File: src/rtl/multicycle_control_unit.sv
// Multi-cycle control FSM for the 16-bit CPU: sequences FETCH/DECODE/EXEC/MEM/WB/BRANCH,
// drives datapath selects and strobes per state, stalls on MemReady and traps illegal opcodes.
module multicycle_control_unit #(
    parameter int OPCODE_W = 3,
    parameter int OP_RTYPE = 0,
    parameter int OP_BEQ   = 1,
    parameter int OP_ADDI  = 3,
    parameter int OP_SLTI  = 4,
    parameter int OP_LW    = 5,
    parameter int OP_SW    = 6,
    parameter int OP_BNE   = 7
) (
    input  logic                Clock,
    input  logic                Reset_n,
    input  logic                Enable,
    input  logic [OPCODE_W-1:0] OPCODE,
    input  logic                MemReady,
    output logic                PCWrite,
    output logic                PCWriteCond,
    output logic                BranchNe,
    output logic                PCSource,
    output logic                IorD,
    output logic                MemRead,
    output logic                MemWrite,
    output logic                IRWrite,
    output logic                RegDst,
    output logic                MemToReg,
    output logic                RegWrite,
    output logic                ALUSrcA,
    output logic [1:0]          ALUSrcB,
    output logic [1:0]          ALUOp,
    output logic                Illegal,
    output logic [2:0]          StateOut
);

    typedef enum logic [2:0] {
        S_FETCH  = 3'd0,
        S_DECODE = 3'd1,
        S_EXEC   = 3'd2,
        S_MEM    = 3'd3,
        S_WB     = 3'd4,
        S_BRANCH = 3'd5,
        S_TRAP   = 3'd6
    } state_t;

    localparam logic [OPCODE_W-1:0] OpR    = OPCODE_W'(OP_RTYPE);
    localparam logic [OPCODE_W-1:0] OpBeq  = OPCODE_W'(OP_BEQ);
    localparam logic [OPCODE_W-1:0] OpAddi = OPCODE_W'(OP_ADDI);
    localparam logic [OPCODE_W-1:0] OpSlti = OPCODE_W'(OP_SLTI);
    localparam logic [OPCODE_W-1:0] OpLw   = OPCODE_W'(OP_LW);
    localparam logic [OPCODE_W-1:0] OpSw   = OPCODE_W'(OP_SW);
    localparam logic [OPCODE_W-1:0] OpBne  = OPCODE_W'(OP_BNE);

    state_t state_q, state_d;
    logic   illegal_q, illegal_d;

    logic isR, isImm, isMem, isBranch;
    assign isR      = (OPCODE == OpR);
    assign isImm    = (OPCODE == OpAddi) || (OPCODE == OpSlti);
    assign isMem    = (OPCODE == OpLw) || (OPCODE == OpSw);
    assign isBranch = (OPCODE == OpBeq) || (OPCODE == OpBne);

    always_ff @(posedge Clock) begin
        if (!Reset_n) begin
            state_q   <= S_FETCH;
            illegal_q <= 1'b0;
        end else begin
            state_q   <= state_d;
            illegal_q <= illegal_d;
        end
    end

    always_comb begin
        state_d     = state_q;
        PCWrite     = 1'b0;
        PCWriteCond = 1'b0;
        BranchNe    = 1'b0;
        PCSource    = 1'b0;
        IorD        = 1'b0;
        MemRead     = 1'b0;
        MemWrite    = 1'b0;
        IRWrite     = 1'b0;
        RegDst      = 1'b0;
        MemToReg    = 1'b0;
        RegWrite    = 1'b0;
        ALUSrcA     = 1'b0;
        ALUSrcB     = 2'b00;
        ALUOp       = 2'b00;

        case (state_q)
            S_FETCH: begin
                MemRead = 1'b1;
                ALUSrcB = 2'b01;
                IRWrite = MemReady;
                PCWrite = MemReady;
                if (MemReady) state_d = S_DECODE;
            end
            S_DECODE: begin
                ALUSrcB = 2'b11;
                if (isBranch)                 state_d = S_BRANCH;
                else if (isR || isImm || isMem) state_d = S_EXEC;
                else                          state_d = S_TRAP;
            end
            S_EXEC: begin
                ALUSrcA = 1'b1;
                if (isR) begin
                    ALUOp   = 2'b10;
                    state_d = S_WB;
                end else if (isImm) begin
                    ALUSrcB = 2'b10;
                    ALUOp   = 2'b11;
                    state_d = S_WB;
                end else if (isMem) begin
                    ALUSrcB = 2'b10;
                    state_d = S_MEM;
                end else begin
                    state_d = S_FETCH;
                end
            end
            S_MEM: begin
                IorD = 1'b1;
                if (OPCODE == OpLw) begin
                    MemRead = 1'b1;
                    if (MemReady) state_d = S_WB;
                end else if (OPCODE == OpSw) begin
                    MemWrite = 1'b1;
                    if (MemReady) state_d = S_FETCH;
                end else begin
                    state_d = S_FETCH;
                end
            end
            S_WB: begin
                RegWrite = 1'b1;
                RegDst   = isR;
                MemToReg = (OPCODE == OpLw);
                state_d  = S_FETCH;
            end
            S_BRANCH: begin
                ALUSrcA     = 1'b1;
                ALUOp       = 2'b01;
                PCWriteCond = 1'b1;
                PCSource    = 1'b1;
                BranchNe    = (OPCODE == OpBne);
                state_d     = S_FETCH;
            end
            S_TRAP: state_d = S_TRAP;
            default: state_d = S_FETCH;
        endcase

        // A stalled or resetting FSM must never issue a write or memory request.
        if (!Enable || !Reset_n) begin
            state_d     = state_q;
            PCWrite     = 1'b0;
            PCWriteCond = 1'b0;
            MemRead     = 1'b0;
            MemWrite    = 1'b0;
            IRWrite     = 1'b0;
            RegWrite    = 1'b0;
        end
        if (!Reset_n) begin
            BranchNe = 1'b0;
            PCSource = 1'b0;
            IorD     = 1'b0;
            RegDst   = 1'b0;
            MemToReg = 1'b0;
            ALUSrcA  = 1'b0;
            ALUSrcB  = 2'b00;
            ALUOp    = 2'b00;
        end
    end

    assign illegal_d = illegal_q || (state_d == S_TRAP);
    assign Illegal   = illegal_q;
    assign StateOut  = state_q;

endmodule
File: config.mk
export PLATFORM = sky130hd
export DESIGN_NAME = multicycle_control_unit
export DESIGN_NICKNAME = d
export VERILOG_FILES = /design/src/rtl/multicycle_control_unit.sv
export SDC_FILE = /design/constraint.sdc
export NUM_CORES = 1
export LEC_CHECK = 0
export CAP_MARGIN = 5
export CORE_UTILIZATION = 39
export CTS_BUF_LIST = sky130_fd_sc_hd__clkbuf_16
export CTS_CLUSTER_DIAMETER = 30
export DETAILED_ROUTE_END_ITERATION = 8
export PLACE_DENSITY = 0.79
export SYNTH_ARGS = -nofsm -noshare
export SYNTH_HDL_FRONTEND = slang
export SYNTH_SLANG_ARGS = --single-unit
File: constraint.sdc
create_clock -name Clock -period 1.55 [get_ports Clock]
set_clock_uncertainty 0.05 [all_clocks]
set_input_delay 0.2325 -clock Clock [delete_from_list [all_inputs] [get_ports Clock]]
set_output_delay 0.2325 -clock Clock [all_outputs]
set_load 0.01 [all_outputs]
==> results.py <==
metrics = {
    "pwr": {
        "power_uw": 688,
        "leakage_uw": 0.000559,
        "powerDensity_nw_per_um2": 595,
        "ir_drop_mv": 0.475,
    },
    "global_routing": {
        "grt_pass1_wl_um": 3250,
        "grt_start_max_net_pins": 9,
        "gr-total-overflow": 0,
        "antenna_found_initial": 0,
        "grt_pass1_vias": 716,
        "grt_use_total_pct": 30.4,
    },
    "sta": {
        "setup_slack_ns": -0.0909,
        "setup-violations-final": 7,
        "fin_crit_sh_pct": 106,
        "rsz0062_at_grt": "true",
        "max_slew_margin_pct": 78.9,
        "finalHoldViolations": 0,
        "timing.hold.ws_ns": 0.432,
        "slew_viol_final": 0,
        "worstMarginPinSlew_ns": 0.316,
        "fmax_mhz": 609,
        "period_minus_slack_ns": 1.64,
    },
    "worst_setup_path": {
        "cp_top_family": "flip-flops",
        "cp.arrival_ns": 1.36,
        "reg2reg_depth": 6,
        "endpoint_kind": "primary output",
        "worst-path-buf-inv": 1,
        "crit_slowest_cell": "dfxtp_4",
        "timing.rr.end": "Illegal$_SDFF_PN0_",
        "r2r_start": "StateOut[2]$_SDFF_PN0_",
        "cp.required_ns": 1.27,
        "r2r_slack_ns": -0.07,
        "critPathLaunchType": "register",
        "critical-path-max-stage-delay_ns": 0.38,
        "criticalPathCategory": "register to primary output",
        "cp_max_fo": 6,
        "crit_path_cell_trace": "or2b_4 -> nor2_4 -> o21a_1 -> o31a_2 -> buf_6",
    },
    "route": {
        "wl_per_cell_um": 17.4,
        "via_per_inst": 5.78,
        "vias": 833,
        "drt_iter0_markers": 40,
        "drtAntennaViolNets": 0,
        "drt_pass1_iterations": 4,
        "wirelength_um": 2510,
        "drc_errors": 0,
    },
    "floorplan": {
        "rows": 13,
        "die_w_um": 40.1,
        "num_io_pins": 27,
        "die_h_um": 40.1,
        "initial_utilization_pct": 42.5,
        "core_area_sq_um": 1330,
        "dieArea_sq_um": 1610,
    },
    "clock_tree": {
        "clk_latency_ns": 0.23,
        "cts_tree": "yes",
        "root_buffer": "clkbuf_16",
        "cts-buffers-inserted": 3,
        "cts_htree_levels": 1,
        "cts.sink_count": 4,
        "clkTransAtPathRegs_ns": 0.03,
        "cts_buffer_depth": 2,
        "ctsHoldBuffers": 0,
    },
    "min_path": {
        "hold_depth": 1,
        "hold_path.class": "register to register",
        "whs_endpoint": "Illegal$_SDFF_PN0_",
        "min_from": "Illegal$_SDFF_PN0_",
    },
    "finish": {
        "utilization_pct": 86.7,
        "multi_input_area_sq_um": 517,
        "layout_common_cells": "buf_4 (26), buf_2 (12), buf_6 (9)",
        "drive_gt1_share_pct": 62.8,
        "layout_commonest_cell": "buf_4",
        "stdcell_area_sq_um": 1160,
        "regArea_sq_um": 91.3,
        "syn2layout_area_growth_pct": 104,
        "final.fill_count": 74,
        "layout.nets": 138,
        "antenna-diode-count": 0,
    },
    "place": {
        "place.gp.congestion": 0.840,
        "placed_area_sq_um": 975,
        "port-buffer-count": 26,
        "place_hpwl_um": 1360,
    },
    "logic_synthesis": {
        "synthTopCellsByArea": "dfxtp_1 (14%), buf_4 (7.9%), nand2_1 (6.0%)",
        "synthDistinctLibCells": 40,
        "synth_warnings": 0,
        "synthCells": 78,
        "synth.avg_cell_area_sq_um": 7.27,
        "synth_top_area_cell": "dfxtp_1",
        "synthDominantCellAreaShare_pct": 14.1,
        "yosysSeqAreaShare_pct": 14.1,
        "syn_nets": 85,
        "ys_seq_elements": 4,
        "syn_area_sq_um": 567,
    },
    "status": {
        "violations": "setup timing",
        "outcome": "complete, but fails checks",
    },
    "run": {
        "maxCapViolCount": 0,
    },
}
-- cell families after synthesis --
logic type             after synthesis  synth area share, %
AO/OA/AOI/OAI                       18                 23.4
AND/OR/NAND/NOR                     45                 47.0
buffers and inverters                9                 12.4
XOR/XNOR                             2                 3.09
flip-flops                           4                 14.1
-- routing by layer --
layer / vias to the layer above / wire length, um / track usage [%] / part of all wire [%]
met5: - / 0 / 0 / 0
met4: 0 / 30 / 8.62 / 1.2
met3: 4 / 150 / 6.67 / 6.0
met2: 43 / 1240 / 50.8 / 49
met1: 403 / 1090 / 38.5 / 44
li1: 383 / - / - / -
-- cells in the mapped netlist --
master / instances
a32o_1: 1
a21oi_1: 4
a22o_1: 1
xnor2_1: 1
o21ai_2: 1
nor2b_1: 2
and3b_1: 1
xor2_1: 1
and2_1: 5
and4_2: 1
nand4_1: 1
or2b_2: 1
clkdlybuf4s15_1: 1
and2b_2: 2
o31a_2: 1
and3_1: 2
o32ai_1: 1
buf_4: 6
buf_6: 1
nand2_1: 9
nand2b_1: 3
nor2_1: 7
nor4_1: 1
nand3_1: 2
dfxtp_1: 4
o21bai_1: 1
nor4b_1: 1
or2b_1: 1
o21a_1: 2
nor3_1: 1
and3b_4: 1
o221ai_1: 1
inv_1: 1
nor3b_1: 2
nand3b_1: 1
a22oi_1: 1
and2_2: 1
a21boi_0: 1
a221o_1: 1
o21ai_0: 2
-- sequential cells by signal, indices dropped and copies added (netlist names) --
signal / cells
StateOut: 3
Illegal: 1
-- where the power goes --
group / switching (uW) / total, uW / leakage, uW / internal [uW]
Sequential: 5.09 / 107 / 0.0000347 / 102
Combinational: 84.4 / 172 / 0.000487 / 87.8
Clock: 78.8 / 409 / 0.0000370 / 330
Total: 168 / 688 / 0.000559 / 520
-- stage by stage --
stage               TNS (ns)  worst slack (ns)  instances
CTS                   -0.168            -0.101        143
global placement       -9.18            -0.610        137
global route          -0.703            -0.116        144
floorplan                  0           0.00697         78
finish                -0.276           -0.0909        144
detailed placement     -9.38            -0.669        137
-- layout make-up --
| type | instances | area share, % |
|---|---|---|
| Timing Repair Buffer | 56 | 39.0 |
| Clock buffer | 3 | 6.49 |
| Sequential cell | 4 | 7.90 |
| Inverter | 1 | 0.325 |
| Multi-Input combinational cell | 65 | 44.7 |
| Tap cell | 15 | 1.62 |
-- worst max-delay path by stage --
stage / startpoint / to / slack, ns / cells past startpoint
finish: StateOut[1]$_SDFF_PN0_ / ALUOp[0] / -0.09 / 5
global route: StateOut[1]$_SDFF_PN0_ / ALUOp[0] / -0.12 / 5
CTS: StateOut[1]$_SDFF_PN0_ / ALUOp[0] / -0.10 / 5
detailed placement: OPCODE[0] / MemRead / -0.67 / 6
global placement: OPCODE[0] / MemRead / -0.61 / 6
floorplan: StateOut[2]$_SDFF_PN0_ / Illegal$_SDFF_PN0_ / 0.007 / 6
-- timing repair --
| action | 4_1_cts | 5_1_grt |
|---|---|---|
| pin swaps | 12 | 9 |
| endpoints found under the hold margin | 0 | 0 |
| gates resized for setup | 100 | 23 |
| buffers inserted | 3 | 1 |
| setup endpoints to repair | 22 | 18 |
Note: power is estimated with default switching activity, not from simulation.
